[config.mk]
export PLATFORM = sky130hd
export DESIGN_NAME = instr_fetch_unit
export DESIGN_NICKNAME = d
export VERILOG_FILES = /design/src/rtl/mips_pkg.sv /design/src/rtl/pc_next.sv /design/src/rtl/instr_fetch_unit.sv
export SDC_FILE = /design/constraint.sdc
export NUM_CORES = 1
export LEC_CHECK = 0
export BUFFER_PORTS_ARGS = -buffer_cell sky130_fd_sc_hd__buf_4
export CORE_MARGIN = 2
export CORE_UTILIZATION = 25
export CTS_CLUSTER_DIAMETER = 150
export DETAILED_ROUTE_END_ITERATION = 16
export HOLD_SLACK_MARGIN = 0.05
export SLEW_MARGIN = 20
export SYNTH_ARGS = -nofsm -noshare
export SYNTH_HDL_FRONTEND = slang
export SYNTH_SLANG_ARGS = --single-unit
[constraint.sdc]
create_clock -name clk -period 6.04 [get_ports clk]
set_input_delay 0 -clock clk [delete_from_list [all_inputs] [get_ports clk]]
set_output_delay 0 -clock clk [all_outputs]
set_load 0.05 [all_outputs]
[src/rtl/mips_pkg.sv]
// Shared MIPS constants, fetch FSM state type and PC helpers for the fetch unit.
package mips_pkg;

    localparam logic [5:0] OP_LW    = 6'b100011;
    localparam logic [5:0] OP_SW    = 6'b101011;
    localparam logic [5:0] OP_RTYPE = 6'b000000;
    localparam logic [5:0] OP_ADDI  = 6'b001000;
    localparam logic [5:0] OP_BEQ   = 6'b000100;
    localparam logic [5:0] OP_J     = 6'b000010;

    localparam logic [31:0] DEFAULT_RESET_PC = 32'h0000_0000;

    typedef enum logic [1:0] {
        IDLE = 2'd0,
        REQ  = 2'd1,
        HOLD = 2'd2
    } fetch_state_t;

    // Sequential successor; wraps naturally at 2^32.
    function automatic logic [31:0] pc_inc(input logic [31:0] pc);
        return pc + 32'd4;
    endfunction

endpackage

[src/rtl/pc_next.sv]
// Next-PC selection for the instruction being handed to the decoder.
// Purely combinational; jump has priority over a taken branch.
module pc_next
    import mips_pkg::*;
(
    input  logic [31:0] instr_pc_i,
    input  logic        branch_i,
    input  logic        zero_i,
    input  logic        jump_i,
    input  logic [31:0] branch_imm_i,
    input  logic [25:0] jump_index_i,
    output logic [31:0] next_pc_o
);

    logic [31:0] seq_pc;
    logic [31:0] br_tgt;
    logic [31:0] j_tgt;

    assign seq_pc = pc_inc(instr_pc_i);
    assign br_tgt = seq_pc + {branch_imm_i[29:0], 2'b00};
    assign j_tgt  = {seq_pc[31:28], jump_index_i, 2'b00};

    always_comb begin
        next_pc_o = seq_pc;
        if (jump_i) begin
            next_pc_o = j_tgt;
        end else if (branch_i && zero_i) begin
            next_pc_o = br_tgt;
        end
    end

endmodule

[src/rtl/instr_fetch_unit.sv]
// Single-outstanding instruction fetch: IDLE -> REQ (wait ack) -> HOLD (wait decoder ready).
// Optional handshake counter instr_count is built only when FETCH_INSTR_CNT_EN is defined.
module instr_fetch_unit
    import mips_pkg::*;
#(
    parameter logic [31:0] RESET_PC = DEFAULT_RESET_PC
) (
    input  logic        clk,
    input  logic        rst_n,
    output logic        imem_req,
    output logic [31:0] imem_addr,
    input  logic        imem_ack,
    input  logic [31:0] imem_rdata,
    output logic [31:0] instr,
    output logic [31:0] instr_pc,
    output logic        instr_valid,
`ifdef FETCH_INSTR_CNT_EN
    output logic [31:0] instr_count,
`endif
    input  logic        instr_ready,
    input  logic        branch,
    input  logic        zero,
    input  logic        jump,
    input  logic [31:0] branch_imm,
    input  logic [25:0] jump_index
);

    fetch_state_t state_q, state_d;
    logic [31:0]  pc_q, pc_d;
    logic [31:0]  instr_q, instr_d;
    logic [31:0]  instr_pc_q, instr_pc_d;
    logic [31:0]  next_pc;
    logic         handshake;

    pc_next u_pc_next (
        .instr_pc_i   (instr_pc_q),
        .branch_i     (branch),
        .zero_i       (zero),
        .jump_i       (jump),
        .branch_imm_i (branch_imm),
        .jump_index_i (jump_index),
        .next_pc_o    (next_pc)
    );

    assign handshake = (state_q == HOLD) && instr_ready;

    always_comb begin
        state_d     = state_q;
        pc_d        = pc_q;
        instr_d     = instr_q;
        instr_pc_d  = instr_pc_q;
        imem_req    = 1'b0;
        instr_valid = 1'b0;
        case (state_q)
            IDLE: state_d = REQ;
            REQ: begin
                imem_req = 1'b1;
                if (imem_ack) begin
                    instr_d    = imem_rdata;
                    instr_pc_d = pc_q;
                    state_d    = HOLD;
                end
            end
            HOLD: begin
                instr_valid = 1'b1;
                // Branch/jump inputs only matter here, on the accepting cycle.
                if (handshake) begin
                    pc_d    = next_pc;
                    state_d = REQ;
                end
            end
            default: state_d = IDLE;
        endcase
    end

    always_ff @(posedge clk or negedge rst_n) begin
        if (!rst_n) begin
            state_q    <= IDLE;
            pc_q       <= RESET_PC;
            instr_q    <= 32'd0;
            instr_pc_q <= 32'd0;
        end else begin
            state_q    <= state_d;
            pc_q       <= pc_d;
            instr_q    <= instr_d;
            instr_pc_q <= instr_pc_d;
        end
    end

    assign imem_addr = pc_q;
    assign instr     = instr_q;
    assign instr_pc  = instr_pc_q;

`ifdef FETCH_INSTR_CNT_EN
    logic [31:0] cnt_q;

    always_ff @(posedge clk or negedge rst_n) begin
        if (!rst_n) begin
            cnt_q <= 32'd0;
        end else if (handshake) begin
            cnt_q <= cnt_q + 32'd1;
        end
    end

    assign instr_count = cnt_q;
`endif

endmodule

* After elaboration in Yosys (flattened, before gate mapping)
Index checks and enable logic that the tools add are counted.
** Storage, ports and cells
- Flip-flop bits (word level) :: 98
- Input bits :: 97
- Output and inout bits :: 98
- Word-level logic and storage cells :: 23
** Operators by class
- Add/subtract/negate cells :: 2
- Equal/unequal tests :: 4
- Muxes and demuxes :: 7
- Reduce and logical (&&, ||, !) cells :: 6
** Operator list (count)
- 32-bit 2-to-1 mux :: 2
- 32-bit by 3-bit adder with 32-bit output (second input constant) :: 1
- 32-bit adder :: 1
- 2-bit case mux with 3 select lines :: 1
- 2-bit AND reduction :: 3
- 2-bit 2-to-1 mux :: 2
- 2-bit inequality test (second input constant) :: 2
- 2-bit by 1-bit equality test with 1-bit output (second input constant) :: 1
- 2-bit equality test (second input constant) :: 1
- 1-bit logical AND :: 2
- 2-bit logical NOT :: 1
- 1-bit 2-to-1 mux :: 2

* Longest topological paths before layout
- Depth after elaboration :: 4
- Depth in mapped cells :: 16
- Mapped depth without buffers :: 14

* By module
From an unflattened synthesis, not the netlist that was laid out.
** Second synthesis, totals
- Cell total of the unflattened synthesis :: 633
- Area total of the unflattened synthesis :: 6826.5 um^2
** By module, submodules not included
- instr_fetch_unit :: instances 1, cells an instance 212, area each 3937.5 um^2
- pc_next :: instances 1, cells an instance 421, area each 2889.0 um^2

* Worst setup path after synthesis
OpenSTA, ideal clock, no wires.
- Path type :: register to register
- Start :: register instr_pc_q[12] (netlist: instr_pc[12])
- End :: register pc_q[31] (netlist: imem_addr[31])
- Library setup time :: 95 ps
- Arrival time :: 3625 ps
- Required time :: 5945 ps
- Setup slack :: 2320 ps
- Cell stages (with the launch flop) :: 16
- Buffers on the path :: 1
- Clock period less this slack :: 3720 ps
- Path through :: dfrtp_1 and4_4 and4_1 buf_4 nand3_4 or3_4 xnor2_2 ha_1 nand2_1 o21ai_0 a21oi_1 nor2_1 a311oi_1 or3_1 and4_1 o31ai_1
** On the way
- Cells in the longest elaborated chain, start to end :: 4
** RTL lines
- start: declaration :: RTL line instr_fetch_unit.sv:31 : logic [31:0] instr_pc_q, instr_pc_d;
- start signal: assignment :: RTL line instr_fetch_unit.sv:86 : instr_pc_q <= instr_pc_d;
- 32-bit by 3-bit adder with 32-bit output (*) :: RTL line mips_pkg.sv:21 : return pc + 32'd4;
- 32-bit adder :: RTL line pc_next.sv:20 : assign br_tgt = seq_pc + {branch_imm_i[29:0], 2'b00};
- 32-bit 2-to-1 mux :: RTL line pc_next.sv:27 : end else if (branch_i && zero_i) begin
- 32-bit 2-to-1 mux (*) :: RTL line pc_next.sv:25 : if (jump_i) begin
- end signal: assignment :: RTL line instr_fetch_unit.sv:84 : pc_q <= pc_d;
- end: declaration :: RTL line instr_fetch_unit.sv:29 : logic [31:0] pc_q, pc_d;
Every way passes the cells marked *; elsewhere a longest branch is shown, timed or not.
A chain may end at the register's enable or synchronous reset.

* Final worst setup path
Ends and elaborated chain as after synthesis.

==> results.json <==
{
  "status": "completed",
  "slowest_stage": "dfrtp_1",
  "synth-edff-count": 0,
  "cts_root_buf": "clkbuf_16",
  "portBuffers": 192,
  "dieArea_mm2": 0.0264,
  "min_path_type": "input port to flop",
  "synth_top_family_by_area": "compound AO/OA/AOI/OAI gates",
  "holdPathEnd": "imem_addr[26]",
  "gp_congestion": 0.879,
  "slowest_delay_ns": 0.46,
  "syn_area_mm2": 0.00627,
  "fmax_mhz": 250,
  "design.core.area_mm2": 0.0245,
  "cp_cell_sequence": "and4_4, and4_1, and3_1, and3_1, xor2_1, ha_1, a21oi_1, o21ai_0, a21oi_1, nor2_1, a311oi_1, or3_1, and4_1, o31ai_1",
  "area_delta_synth_final_pct": 42.4,
  "ys.flop_type": "dfrtp_1",
  "synth_seq_area_share": 0.391,
  "synth_xor_area_frac": 0.0697,
  "cp.arrival_ns": 4.26,
  "ant_nets": 0,
  "vias": 5885,
  "clk_path_buf_depth": 2,
  "syn_nets": 787,
  "setup_viol": 0,
  "cts_tree": "yes",
  "slew_viol_final": 0,
  "cp-end-kind": "flop",
  "drc": 0,
  "cp_data_required_time_ns": 6.30,
  "place_ws_ns": 2.10,
  "tightest_slew_ns": 0.934,
  "avgRoutedWirePerCell_um": 17.5,
  "drv_cap": 0,
  "r2r_setup_slack_ns": 2.04,
  "clk_pin_slew_worst_paths_ns": 0.08,
  "min-delay-start": "jump_index[24]",
  "seq_area_mm2": 0.00245,
  "cp_max_fo": 9,
  "initial_core_util": 0.256,
  "tns_ns": 0,
  "yosys-top-cells-count": "dfrtp_1 (98), nand2_1 (69), mux2_2 (64), o21ai_0 (45), a21oi_1 (44)",
  "worst-path-buf-inv": 0,
  "first_pass_iters": 4,
  "insertion_delay_ns": 0.36,
  "synth_compound_area_frac": 0.162,
  "htreeDepth": 3,
  "r2r_end": "imem_addr[31]",
  "synth_most_common_cell": "dfrtp_1",
  "io_pins": 195,
  "r2r_start": "instr_pc[12]",
  "die_x_um": 162,
  "grt_pass1_wl_um": 33000,
  "clock_skew_ns": 0.0134,
  "fin_ws_ns": 2.04,
  "cp-start-kind": "flop",
  "ir_worst_vdd_mv": 0.279,
  "r2r_cells": 14,
  "synth_top_area_share": 0.391,
  "fin_crit_ns": 4.00,
  "drt_wl_total_um": 21400,
  "grt_antenna_before_repair": 1,
  "rsz0062_at_grt": "false",
  "grt_pass1_vias": 5876,
  "min_period_over_period": 0.663,
  "vias_per_cell": 4.82,
  "worstHoldPathCells": 4,
  "n_fill_cell": 2472,
  "drt_iter0_drc": 290,
  "cpLargestDelayFamily": "simple AND/OR/NAND/NOR gates",
  "crit_start": "instr_pc[12]",
  "power_density_mw_per_mm2": 580,
  "grt_max_degree": 68,
  "hold_viol_final": 0,
  "synth_largest_area_cell": "dfrtp_1",
  "dieHeight_um": 162,
  "cts_made_buffers": 9,
  "hpwl_um": 15700,
  "path_class": "flop to flop",
  "multiInputGateArea_mm2": 0.00364,
  "grt_overflow": 0,
  "async_flop_share": 1.00,
  "muxShareOfSynthArea": 0.125,
  "yosys-top-cells-area": "dfrtp_1 (39%), mux2_2 (11%), ha_1 (7.4%), xnor2_1 (4.3%), nand2_1 (4.1%)",
  "yosys.area_share.simple": 0.148,
  "drive_gt1_frac": 0.318,
  "ys_ff_latch": 98,
  "maxSlewHeadroom": 0.378,
  "leakagePower_uw": 0.00410,
  "rows": 57,
  "ys_warn_count": 0,
  "cts_setup_buffers": 0,
  "grt_usage": 0.163,
  "clock-sinks": 98,
  "syn_avg_cell_area_um2": 9.61,
  "synth_cell_types": 53,
  "layout.nets": 1027,
  "netlist_instances": 652,
  "synthAdderAreaFrac": 0.0770
}
[layout by cell type, fill, tap and decap left out, drive strengths merged, types with 7 or more instances in the layout]
| cell | n |
|---|---|
| mux2 | 64 |
| nor2 | 44 |
| inv | 15 |
| xor2 | 17 |
| and3 | 8 |
| a21oi | 44 |
| dlygate4sd3 | 60 |
| nor3 | 11 |
| xnor2 | 32 |
| ha | 37 |
| clkbuf | 12 |
| a31oi | 7 |
| buf | 197 |
| a211oi | 8 |
| dfrtp | 98 |
| nand3 | 14 |
| nand2 | 69 |
| nand4 | 15 |
| o21ai | 46 |
| a21o | 16 |
[worst max-delay path by stage]
stage | endpoint | slack, ns | depth (start not counted)
global placement | imem_addr[31] | 2.11 | 14
CTS | imem_addr[31] | 2.04 | 14
detailed placement | imem_addr[31] | 2.10 | 14
finish | imem_addr[31] | 2.04 | 14
global route | imem_addr[31] | 1.70 | 14
floorplan | imem_addr[31] | 2.32 | 15
[per-stage QoR]
step	std cells	area [um^2]	power, uW	hold WS, ns	utilization
CTS	1220	8920	5210	0.0937	0.365
global route	1221	8930	5500	0.124	0.365
global placement	1145	8040	4530	-0.0291	0.329
detailed placement	1145	8040	4550	-0.0249	0.329
finish	1221	8930	5180	0.0975	0.365
floorplan	652	6270	3560	-0.296	-
[power breakdown]
part           total (uW)  leakage [uW]  switching (uW)  internal, uW
combinational        3310       0.00277            2120          1190
sequential           1270       0.00118             312           962
clock                 595      0.000142             265           330
[layer usage]
layer / global-route usage / vias up / share of wire
li1: - / 2852 / -
met1: 0.210 / 2830 / 0.45
met2: 0.266 / 174 / 0.47
met3: 0.0395 / 29 / 0.059
met4: 0.0563 / 0 / 0.023
met5: 0 / - / 0
[worst register-to-register path, stage by stage, from the launching register on]
cell and delay [ns]:
dfrtp_1 0.46, and4_4 0.27, and4_1 0.36, and3_1 0.28
and3_1 0.19, xor2_1 0.32, ha_1 0.35, a21oi_1 0.12
o21ai_0 0.45, a21oi_1 0.08, nor2_1 0.15, a311oi_1 0.09
or3_1 0.39, and4_1 0.21, o31ai_1 0.20
[state kept, by name, indices dropped and copies added (netlist names)]
name / flops
state_q: 2
instr: 32
instr_pc: 32
imem_addr: 32
[area by class of cell]
type,instances,area share
clock inverters,3,0.00448
flip-flops and latches,98,0.275
inverters,15,0.00631
multi-input cells,511,0.408
clock buffers,12,0.0276
well taps,324,0.0454
diodes,1,0.000280
repair buffers,257,0.233
[logic make-up after synthesis]
| group | after synthesis |
|---|---|
| adder cells (fa/ha/maj) | 38 |
| multiplexers | 70 |
| buffers and inverters | 43 |
| flip-flops | 98 |
| XOR/XNOR | 49 |
| AND/OR/NAND/NOR | 191 |
| AO/OA/AOI/OAI | 163 |
[timing repair]
item	in CTS	in global routing
endpoints found under the setup margin	0	0
hold buffers	60	0
gates resized for setup	0	0
hold endpoints to repair	89	0
Note: power is estimated with default switching activity, not from simulation.
